==> src/rtl/game_pkg.sv <==
// game_pkg: shared shell types, sizes and the one-step grid move helper.
package game_pkg;

    localparam int SHELL_NUM = 5;
    localparam int COORD_W = 6;

    typedef enum logic [1:0] {UP = 2'd0, RIGHT = 2'd1, DOWN = 2'd2, LEFT = 2'd3} dir_t;

    typedef struct packed {
        logic signed [COORD_W:0] x;
        logic signed [COORD_W:0] y;
    } cell_t;

    // Next cell in 7-bit signed arithmetic so that stepping off either edge stays detectable.
    function automatic cell_t step_t(input logic [COORD_W-1:0] x, input logic [COORD_W-1:0] y, input dir_t dir);
        cell_t c;
        c.x = $signed({1'b0, x}) + ((dir == RIGHT) ? 7'sd1 : (dir == LEFT) ? -7'sd1 : 7'sd0);
        c.y = $signed({1'b0, y}) + ((dir == DOWN) ? 7'sd1 : (dir == UP) ? -7'sd1 : 7'sd0);
        return c;
    endfunction

    function automatic logic in_map(input cell_t c, input logic [COORD_W:0] w, input logic [COORD_W:0] h);
        return !c.x[COORD_W] && !c.y[COORD_W] && ({1'b0, c.x[COORD_W-1:0]} < w) && ({1'b0, c.y[COORD_W-1:0]} < h);
    endfunction

endpackage

==> src/rtl/shell_slot.sv <==
// shell_slot: one shell's position/direction/free registers with load > kill > move priority.
// SHELL_BOUNCE_EN adds a per-slot bounce flag that reverses the shell once at the map edge.
module shell_slot
    import game_pkg::*;
#(
    parameter int MAP_W = 40,
    parameter int MAP_H = 30
) (
    input  logic               clk,
    input  logic               rst,
    input  logic               load_i,
    input  logic               move_i,
    input  logic               kill_i,
    input  logic [COORD_W-1:0] spawn_x_i,
    input  logic [COORD_W-1:0] spawn_y_i,
    input  logic [1:0]         spawn_dir_i,
    output logic [COORD_W-1:0] x_o,
    output logic [COORD_W-1:0] y_o,
    output logic               free_o
);

    localparam logic [COORD_W:0] W7 = 7'(MAP_W);
    localparam logic [COORD_W:0] H7 = 7'(MAP_H);

    logic [COORD_W-1:0] x_q, x_d, y_q, y_d;
    dir_t               dir_q, dir_d;
    logic               free_q, free_d;
    cell_t              nxt;
    logic               nxt_ok;
`ifdef SHELL_BOUNCE_EN
    logic               bnc_q, bnc_d;
`endif

    always_comb begin
        x_d    = x_q;
        y_d    = y_q;
        dir_d  = dir_q;
        free_d = free_q;
`ifdef SHELL_BOUNCE_EN
        bnc_d  = bnc_q;
`endif
        nxt    = step_t(x_q, y_q, dir_q);
        nxt_ok = in_map(nxt, W7, H7);
        if (load_i) begin
            x_d    = spawn_x_i;
            y_d    = spawn_y_i;
            dir_d  = dir_t'(spawn_dir_i);
            free_d = 1'b0;
`ifdef SHELL_BOUNCE_EN
            bnc_d  = 1'b0;
`endif
        end else if (!free_q && kill_i) begin
            free_d = 1'b1;
        end else if (!free_q && move_i) begin
            if (nxt_ok) begin
                x_d = nxt.x[COORD_W-1:0];
                y_d = nxt.y[COORD_W-1:0];
            end else begin
`ifdef SHELL_BOUNCE_EN
                // First edge hit turns the shell around in place; the second one retires it.
                dir_d  = bnc_q ? dir_q : dir_t'(dir_q ^ 2'b10);
                free_d = bnc_q;
                bnc_d  = 1'b1;
`else
                free_d = 1'b1;
`endif
            end
        end
    end

    always_ff @(posedge clk) begin
        if (rst) begin
            x_q    <= '0;
            y_q    <= '0;
            dir_q  <= UP;
            free_q <= 1'b1;
`ifdef SHELL_BOUNCE_EN
            bnc_q  <= 1'b0;
`endif
        end else begin
            x_q    <= x_d;
            y_q    <= y_d;
            dir_q  <= dir_d;
            free_q <= free_d;
`ifdef SHELL_BOUNCE_EN
            bnc_q  <= bnc_d;
`endif
        end
    end

    assign x_o    = x_q;
    assign y_o    = y_q;
    assign free_o = free_q;

endmodule

==> src/rtl/shell_controller.sv <==
// shell_controller: five-slot shell spawner/mover with fire cooldown and ack/nack pulses.
// SHELL_BOUNCE_EN (see shell_slot) makes shells bounce once off the map edge before retiring.
module shell_controller
    import game_pkg::*;
#(
    parameter int MAP_W    = 40,
    parameter int MAP_H    = 30,
    parameter int COOLDOWN = 4
) (
    input  logic               i_clk,
    input  logic               i_rst,
    input  logic               i_tick,
    input  logic               i_fire,
    input  logic [COORD_W-1:0] i_tank_x,
    input  logic [COORD_W-1:0] i_tank_y,
    input  logic [1:0]         i_tank_dir,
    input  logic [SHELL_NUM-1:0] i_hit,
    output logic [COORD_W-1:0] o_shell_0_x,
    output logic [COORD_W-1:0] o_shell_1_x,
    output logic [COORD_W-1:0] o_shell_2_x,
    output logic [COORD_W-1:0] o_shell_3_x,
    output logic [COORD_W-1:0] o_shell_4_x,
    output logic [COORD_W-1:0] o_shell_0_y,
    output logic [COORD_W-1:0] o_shell_1_y,
    output logic [COORD_W-1:0] o_shell_2_y,
    output logic [COORD_W-1:0] o_shell_3_y,
    output logic [COORD_W-1:0] o_shell_4_y,
    output logic [SHELL_NUM-1:0] o_shell_valid,
    output logic               o_fire_ack,
    output logic               o_fire_nack
);

    localparam int CD_W = $clog2(COOLDOWN + 2);
    localparam logic [COORD_W:0] W7 = 7'(MAP_W);
    localparam logic [COORD_W:0] H7 = 7'(MAP_H);

    logic [COORD_W-1:0]   sx [SHELL_NUM];
    logic [COORD_W-1:0]   sy [SHELL_NUM];
    logic [SHELL_NUM-1:0] free_w, load_w;
    logic [CD_W-1:0]      cd_q, cd_d;
    logic                 ack_q, ack_d, nack_q, nack_d;
    cell_t                spawn;
    logic                 accept;

    always_comb begin
        spawn  = step_t(i_tank_x, i_tank_y, dir_t'(i_tank_dir));
        accept = i_fire && (cd_q == '0) && (|free_w) && in_map(spawn, W7, H7);
        // Isolating the lowest set bit of the registered free mask picks the allocation target.
        load_w = accept ? (free_w & (-free_w)) : '0;
        cd_d   = accept ? CD_W'(COOLDOWN) : (i_tick && cd_q != '0) ? cd_q - CD_W'(1) : cd_q;
        ack_d  = accept;
        nack_d = i_fire && !accept;
    end

    always_ff @(posedge i_clk) begin
        if (i_rst) begin
            cd_q   <= '0;
            ack_q  <= 1'b0;
            nack_q <= 1'b0;
        end else begin
            cd_q   <= cd_d;
            ack_q  <= ack_d;
            nack_q <= nack_d;
        end
    end

    for (genvar i = 0; i < SHELL_NUM; i++) begin : g_slot
        shell_slot #(.MAP_W(MAP_W), .MAP_H(MAP_H)) u_slot (
            .clk         (i_clk),
            .rst         (i_rst),
            .load_i      (load_w[i]),
            .move_i      (i_tick),
            .kill_i      (i_hit[i]),
            .spawn_x_i   (spawn.x[COORD_W-1:0]),
            .spawn_y_i   (spawn.y[COORD_W-1:0]),
            .spawn_dir_i (i_tank_dir),
            .x_o         (sx[i]),
            .y_o         (sy[i]),
            .free_o      (free_w[i])
        );
    end

    assign o_shell_0_x   = sx[0];
    assign o_shell_1_x   = sx[1];
    assign o_shell_2_x   = sx[2];
    assign o_shell_3_x   = sx[3];
    assign o_shell_4_x   = sx[4];
    assign o_shell_0_y   = sy[0];
    assign o_shell_1_y   = sy[1];
    assign o_shell_2_y   = sy[2];
    assign o_shell_3_y   = sy[3];
    assign o_shell_4_y   = sy[4];
    assign o_shell_valid = free_w;
    assign o_fire_ack    = ack_q;
    assign o_fire_nack   = nack_q;

endmodule
==> config.mk <==
export PLATFORM = sky130hd
export DESIGN_NAME = shell_controller
export DESIGN_NICKNAME = d
export VERILOG_FILES = /design/src/rtl/game_pkg.sv /design/src/rtl/shell_slot.sv /design/src/rtl/shell_controller.sv
export SDC_FILE = /design/constraint.sdc
export NUM_CORES = 1
export LEC_CHECK = 0
export BUFFER_PORTS_ARGS = -buffer_cell sky130_fd_sc_hd__buf_2
export CAP_MARGIN = 5
export CORE_MARGIN = 4
export CORE_UTILIZATION = 59
export CTS_CLUSTER_SIZE = 40
export DETAILED_ROUTE_END_ITERATION = 12
export PLACE_DENSITY = 0.83
export SYNTH_ARGS = -nofsm -noshare
export SYNTH_HDL_FRONTEND = slang
export SYNTH_SLANG_ARGS = --single-unit
==> constraint.sdc <==
create_clock -name i_clk -period 3.83 [get_ports i_clk]
set_clock_uncertainty 0.05 [all_clocks]
set_input_delay 0.383 -clock i_clk [delete_from_list [all_inputs] [get_ports i_clk]]
set_output_delay 0.383 -clock i_clk [all_outputs]
set_load 0.01 [all_outputs]
======== Yosys cells after proc, flatten, opt, wreduce, memory -nomap -nowiden ========
Cells that the tools add are included.
storage, ports and cells
  output and inout port bits .............. 67
  word-level logic and storage cells ...... 253
  register bits ........................... 80
  input bits .............................. 23
cells by class
  order comparisons ....................... 12
  muxes and demuxes ....................... 87
  equal/unequal tests ..................... 28
  reduce and logical (&&, ||, !) cells .... 87
  add/sub/neg operators ................... 14
  bitwise operators ....................... 1
operators with widths
  kind                   number
  $mux W6                40
  $mux W7                24
  $add A7 B7 Y7          12
  $lt A6 B5 Y1 const B   6
  $lt A6 B6 Y1 const B   6
  $logic_and A1 B1 Y1    33
  $eq A2 B2 Y1 const B   12
  $reduce_bool A2 Y1     11
  $mux W1                20
  $logic_not A1 Y1       18
  $reduce_bool A3 Y1     6
  $ne A3 B3 Y1 const B   5
  $reduce_and A3 Y1      5
  $eq A2 B1 Y1 const B   6
  $logic_not A2 Y1       6
  $ne A2 B2 Y1 const B   5
  $reduce_and A2 Y1      5
  $mux W3                2
  $and A5 B5 Y5          1
  $mux W5                1
  $neg A5 Y5             1
  $reduce_or A5 Y1       1
  $logic_not A3 Y1       1
  $sub A3 B1 Y3 const B  1
  $reduce_or A2 Y1       1

======== Depth between registers and ports, before layout ========
  depth after elaboration ................. 12
  depth in mapped cells ................... 15
  depth with buffers taken out ............ 12

======== Modules after synthesis ========
From an unflattened synthesis, not the netlist that was laid out.
unflattened totals
  cells, all modules ...................... 896
  area, all modules ....................... 7243.2 um2
modules (own cells, without submodules)
  module                              area an instance (um2)  cells each  instances  seq. area each (um2)
  shell_slot at g_slot[0].u_slot ...  1280.0                  157         4          300.3
  shell_slot at g_slot[4].u_slot      1333.8                  178         1          300.3
  shell_controller                    789.5                   90          1          100.1

======== Least setup slack after synthesis ========
Ideal clock, no wire load.
  path kind ............................... input to register
  start point ............................. in i_tank_dir[0]
  end point ............................... reg g_slot[1].u_slot.y_q[5]
  arrival ................................. 3277 ps
  setup time .............................. 116 ps
  path slack .............................. 388 ps
  path buffers ............................ 5
  stages .................................. 14
  cell sequence ........................... buf_6 > clkbuf_1 > clkbuf_1 > ha_1 > ha_1 > or3_1 > and3_1 > o311ai_1 > nand3_1 > or3b_1 > buf_2 > and2_4 > buf_6 > and3_1
between the ends
  longest elaborated chain between the ends .. 12
RTL lines
  item                                                    RTL line                text
  from (decl)                                             shell_controller.sv:16  input logic [1:0] i_tank_dir,
  branches (longest 12 deep; another with $add A7 B7 Y7)  --
  to (signal assigned)                                    shell_slot.sv:82        y_q <= y_d;
  to (decl)                                               shell_slot.sv:25        logic [COORD_W-1:0] x_q, x_d, y_q, y_d;
Several ways; the timed one is not identified.
A chain may end at the register's enable or synchronous reset.

======== Final worst setup path ========
  start point ............................. reg g_slot[3].u_slot.dir_q[0]
  end point ............................... reg g_slot[3].u_slot.y_q[2]
between the ends
  longest elaborated chain between the ends .. 10
RTL lines
  item                                                    RTL line          text
  from (decl)                                             shell_slot.sv:26  dir_t dir_q, dir_d;
  from (signal assigned)                                  shell_slot.sv:83  dir_q <= dir_d;
  branches (longest 10 deep; another with $add A7 B7 Y7)  --
  to (signal assigned)                                    shell_slot.sv:82
  to (decl)                                               shell_slot.sv:25
Several ways; the timed one is not identified. The select of a mux whose other input is x is not followed.

==> results.ini <==
[critical_path]
crit_path_frequent_cell=nor2_1
end_kind=flop
cp_cell_sequence=nor2_1, buf_4, ha_1, a211oi_1, nor2_1, xor2_1, a311oi_1, o211ai_1, nor3_2, mux2_2, o22ai_1
critical_path_class=flop to flop
crit_slowest_cell=nor3_2
slowest_delay_ns=0.83
worstSetupStartpointType=flop
cp_top_family=simple AND/OR/NAND/NOR gates
worstPathArrival_ns=3.79
cp_max_fo=12
required_ns=4.07
path_buf_inv=1

[final_layout]
fill_cells=902
drive_gt1_frac=0.169
layout.cells.non_filler=1033
nets=986
design_area_sq_um=7320
syn_to_final_growth_pct=11.8
multiInputGateArea_sq_um=4420
final_common_cell=buf_2
register_area_sq_um=1600
final_cell_mix=buf_2, inv_1, dfxtp_1, ha_1

[cts]
cts_inserted_buffers=9
postCtsHoldBufs=0
clkSlewWorstSetupHoldPaths_ns=0.08
cts_setup_buffers=0
root_buffer=clkbuf_8
cts_sinks=80
cts_tree=yes
clockBufferDepth=2
cts_resized=0
htreeDepth=3
clk-insertion-delay-late_ns=0.37

[yosys]
synthFlopType=dfxtp_1
synth-seq-cells=80
synthesis.instances=810
ys_warn_count=0
synth-edff-count=0
synthDistinctLibCells=67
synth_seq_area_share=0.245
syn_area_sq_um=6550
syn-num-nets=909
syn_avg_cell_area_sq_um=8.08
synthArstFlopShare=0

[job]
maxCapViolCount=0

[placed_design]
place_congestion=0.985
place_inst=1016
place_area_sq_um=7090
dp.final_hpwl_um=13000
io_buffers=89

[routing]
drt-wirelength-per-cell_um=16.6
ant_nets=0
dr.first_iter.drc_count=605
vias_per_cell=6.17
remaining_drc_errors=0
wl_um=17200
dr.pass1.iters=6
via_count=6371

[floorplanning]
fp-row-count=38
coreArea_sq_um=10800
ioPinCount=90
initial_utilization=0.604
die_w_um=113
die-height_um=113
dieArea_sq_um=12800

[pwr]
p_comb_frac=0.268
intPower_mw=1.48
peakVddDrop_mv=0.174
leakagePower_nw=3.20
swShare=0.326
seqPwrFrac=0.416
p_clk_frac=0.316
p_sw_mw=0.715
power_density_nw_per_um2=300

[timing]
rsz0062_at_grt=no
fin_crit_sh=0.928
final_max_slew_viol_count=0
worst_slew_pin_slew_ns=0.975
final.setup.tns_ns=0
finalHoldViolCount=0
fmax_ghz=0.281
max_slew_margin=0.346
setup_violations=0
fin_crit_ns=3.56

[grt]
grt_usage=0.270
antenna_found_initial=1
grt_max_degree=43
grt_pass1_wl_um=28300
first_global_vias=5806
overflow=0

[hold_path]
hold_path_class=input port to flop

[status]
status=finished clean

state kept, by name, indices dropped and copies added, names as in the netlist:
signal,flops
cd_q,3
o_fire_nack,1
o_fire_ack,1
g_slot.u_slot.dir_q,10
g_slot.u_slot.free_o,5
g_slot.u_slot.y_o,30
g_slot.u_slot.x_o,30
per-layer routing:
metal,part of all wire,vias to the layer above,global-route usage
li1,-,3115,-
met1,0.45,2958,0.375
met4,0.027,2,0.102
met2,0.44,246,0.419
met5,0.00076,-,0
met3,0.081,50,0.0487
cells in the mapped netlist (5+ instances only):
library cell / instances / area [sq um]
inv_1: 81 / 304
dfxtp_1: 80 / 1600
ha_1: 66 / 826
a21oi_1: 60 / 300
nor2_1: 60 / 225
nand2_1: 42 / 158
o21ai_0: 39 / 195
nor3_1: 30 / 150
clkbuf_1: 26 / 97.6
mux2i_1: 20 / 200
a211oi_1: 19 / 143
o22ai_1: 19 / 119
nor2b_1: 17 / 106
xor2_1: 16 / 140
xnor2_1: 14 / 123
nand3_1: 13 / 65.1
o221ai_1: 12 / 105
fa_1: 10 / 200
and3_1: 9 / 56.3
nand2b_1: 9 / 56.3
nor4_1: 9 / 56.3
o2bb2ai_1: 9 / 78.8
nand4_1: 8 / 50.1
o21a_1: 8 / 60.1
o211ai_1: 7 / 52.6
or2_2: 7 / 43.8
or3_1: 7 / 43.8
a21o_1: 6 / 45.0
buf_4: 6 / 45.0
o21bai_1: 6 / 45.0
o31a_1: 6 / 52.6
a211oi_2: 5 / 62.6
a311o_1: 5 / 50.1
buf_2: 5 / 25.0
buf_6: 5 / 56.3
nor3b_1: 5 / 37.5
o2111ai_1: 5 / 43.8
kinds of logic after synthesis:
logic type,share of synthesized area
flops,0.245
buf+inv,0.0812
mux,0.0375
simple gates,0.181
fa+ha+maj,0.157
compound gates,0.259
xor+xnor,0.0401
area by class of cell:
class,instances,share of cell area
Inverter,81,0.0416
Tap cell,140,0.0239
Clock buffer,9,0.0169
Timing Repair Buffer,109,0.0814
Sequential cell,80,0.219
Multi-Input combinational cell,606,0.604
Antenna cell,1,0.000342
Clock inverter,7,0.0132
worst paths after layout:
| path | from | end | slack (ns) | cells past startpoint |
|---|---|---|---|---|
| worst max register to register | g_slot[3].u_slot.dir_q[0] | g_slot[3].u_slot.y_o[2] | 0.27 | 11 |
| worst max-delay path | g_slot[3].u_slot.dir_q[0] | g_slot[3].u_slot.y_o[2] | 0.27 | 11 |
| worst min register to register | g_slot[1].u_slot.x_o[4] | g_slot[1].u_slot.x_o[4] | 0.42 | 2 |
| worst min-delay path | i_hit[1] | g_slot[1].u_slot.free_o | 0.26 | 3 |
metrics by stage:
step | util | worst slack [ns] | hold slack (ns) | power, mW
floorplan | - | 0.388 | 0.404 | 1.34
global placement | 0.654 | 0.291 | 0.403 | 1.50
detailed placement | 0.654 | 0.200 | 0.410 | 1.51
CTS | 0.675 | 0.285 | 0.244 | 2.20
global route | 0.675 | 0.0405 | 0.253 | 2.32
finish | 0.675 | 0.274 | 0.256 | 2.20
worst register-to-register path, cell delays in order (launching register included):
cell and delay, ns:
dfxtp_1 0.46, nor2_1 0.13, buf_4 0.17, ha_1 0.23, a211oi_1 0.31, nor2_1 0.11
xor2_1 0.17, a311oi_1 0.29, o211ai_1 0.17, nor3_2 0.83, mux2_2 0.42, o22ai_1 0.13
power by group through the flow:
stage / registers [mW] / clock network (mW) / logic (mW)
floorplan: 0.932 / 0 / 0.408
global placement: 0.930 / 0 / 0.571
detailed placement: 0.931 / 0 / 0.577
CTS: 0.912 / 0.704 / 0.580
global route: 0.919 / 0.746 / 0.657
finish: 0.913 / 0.694 / 0.589
(Power assumes the default switching activity.)
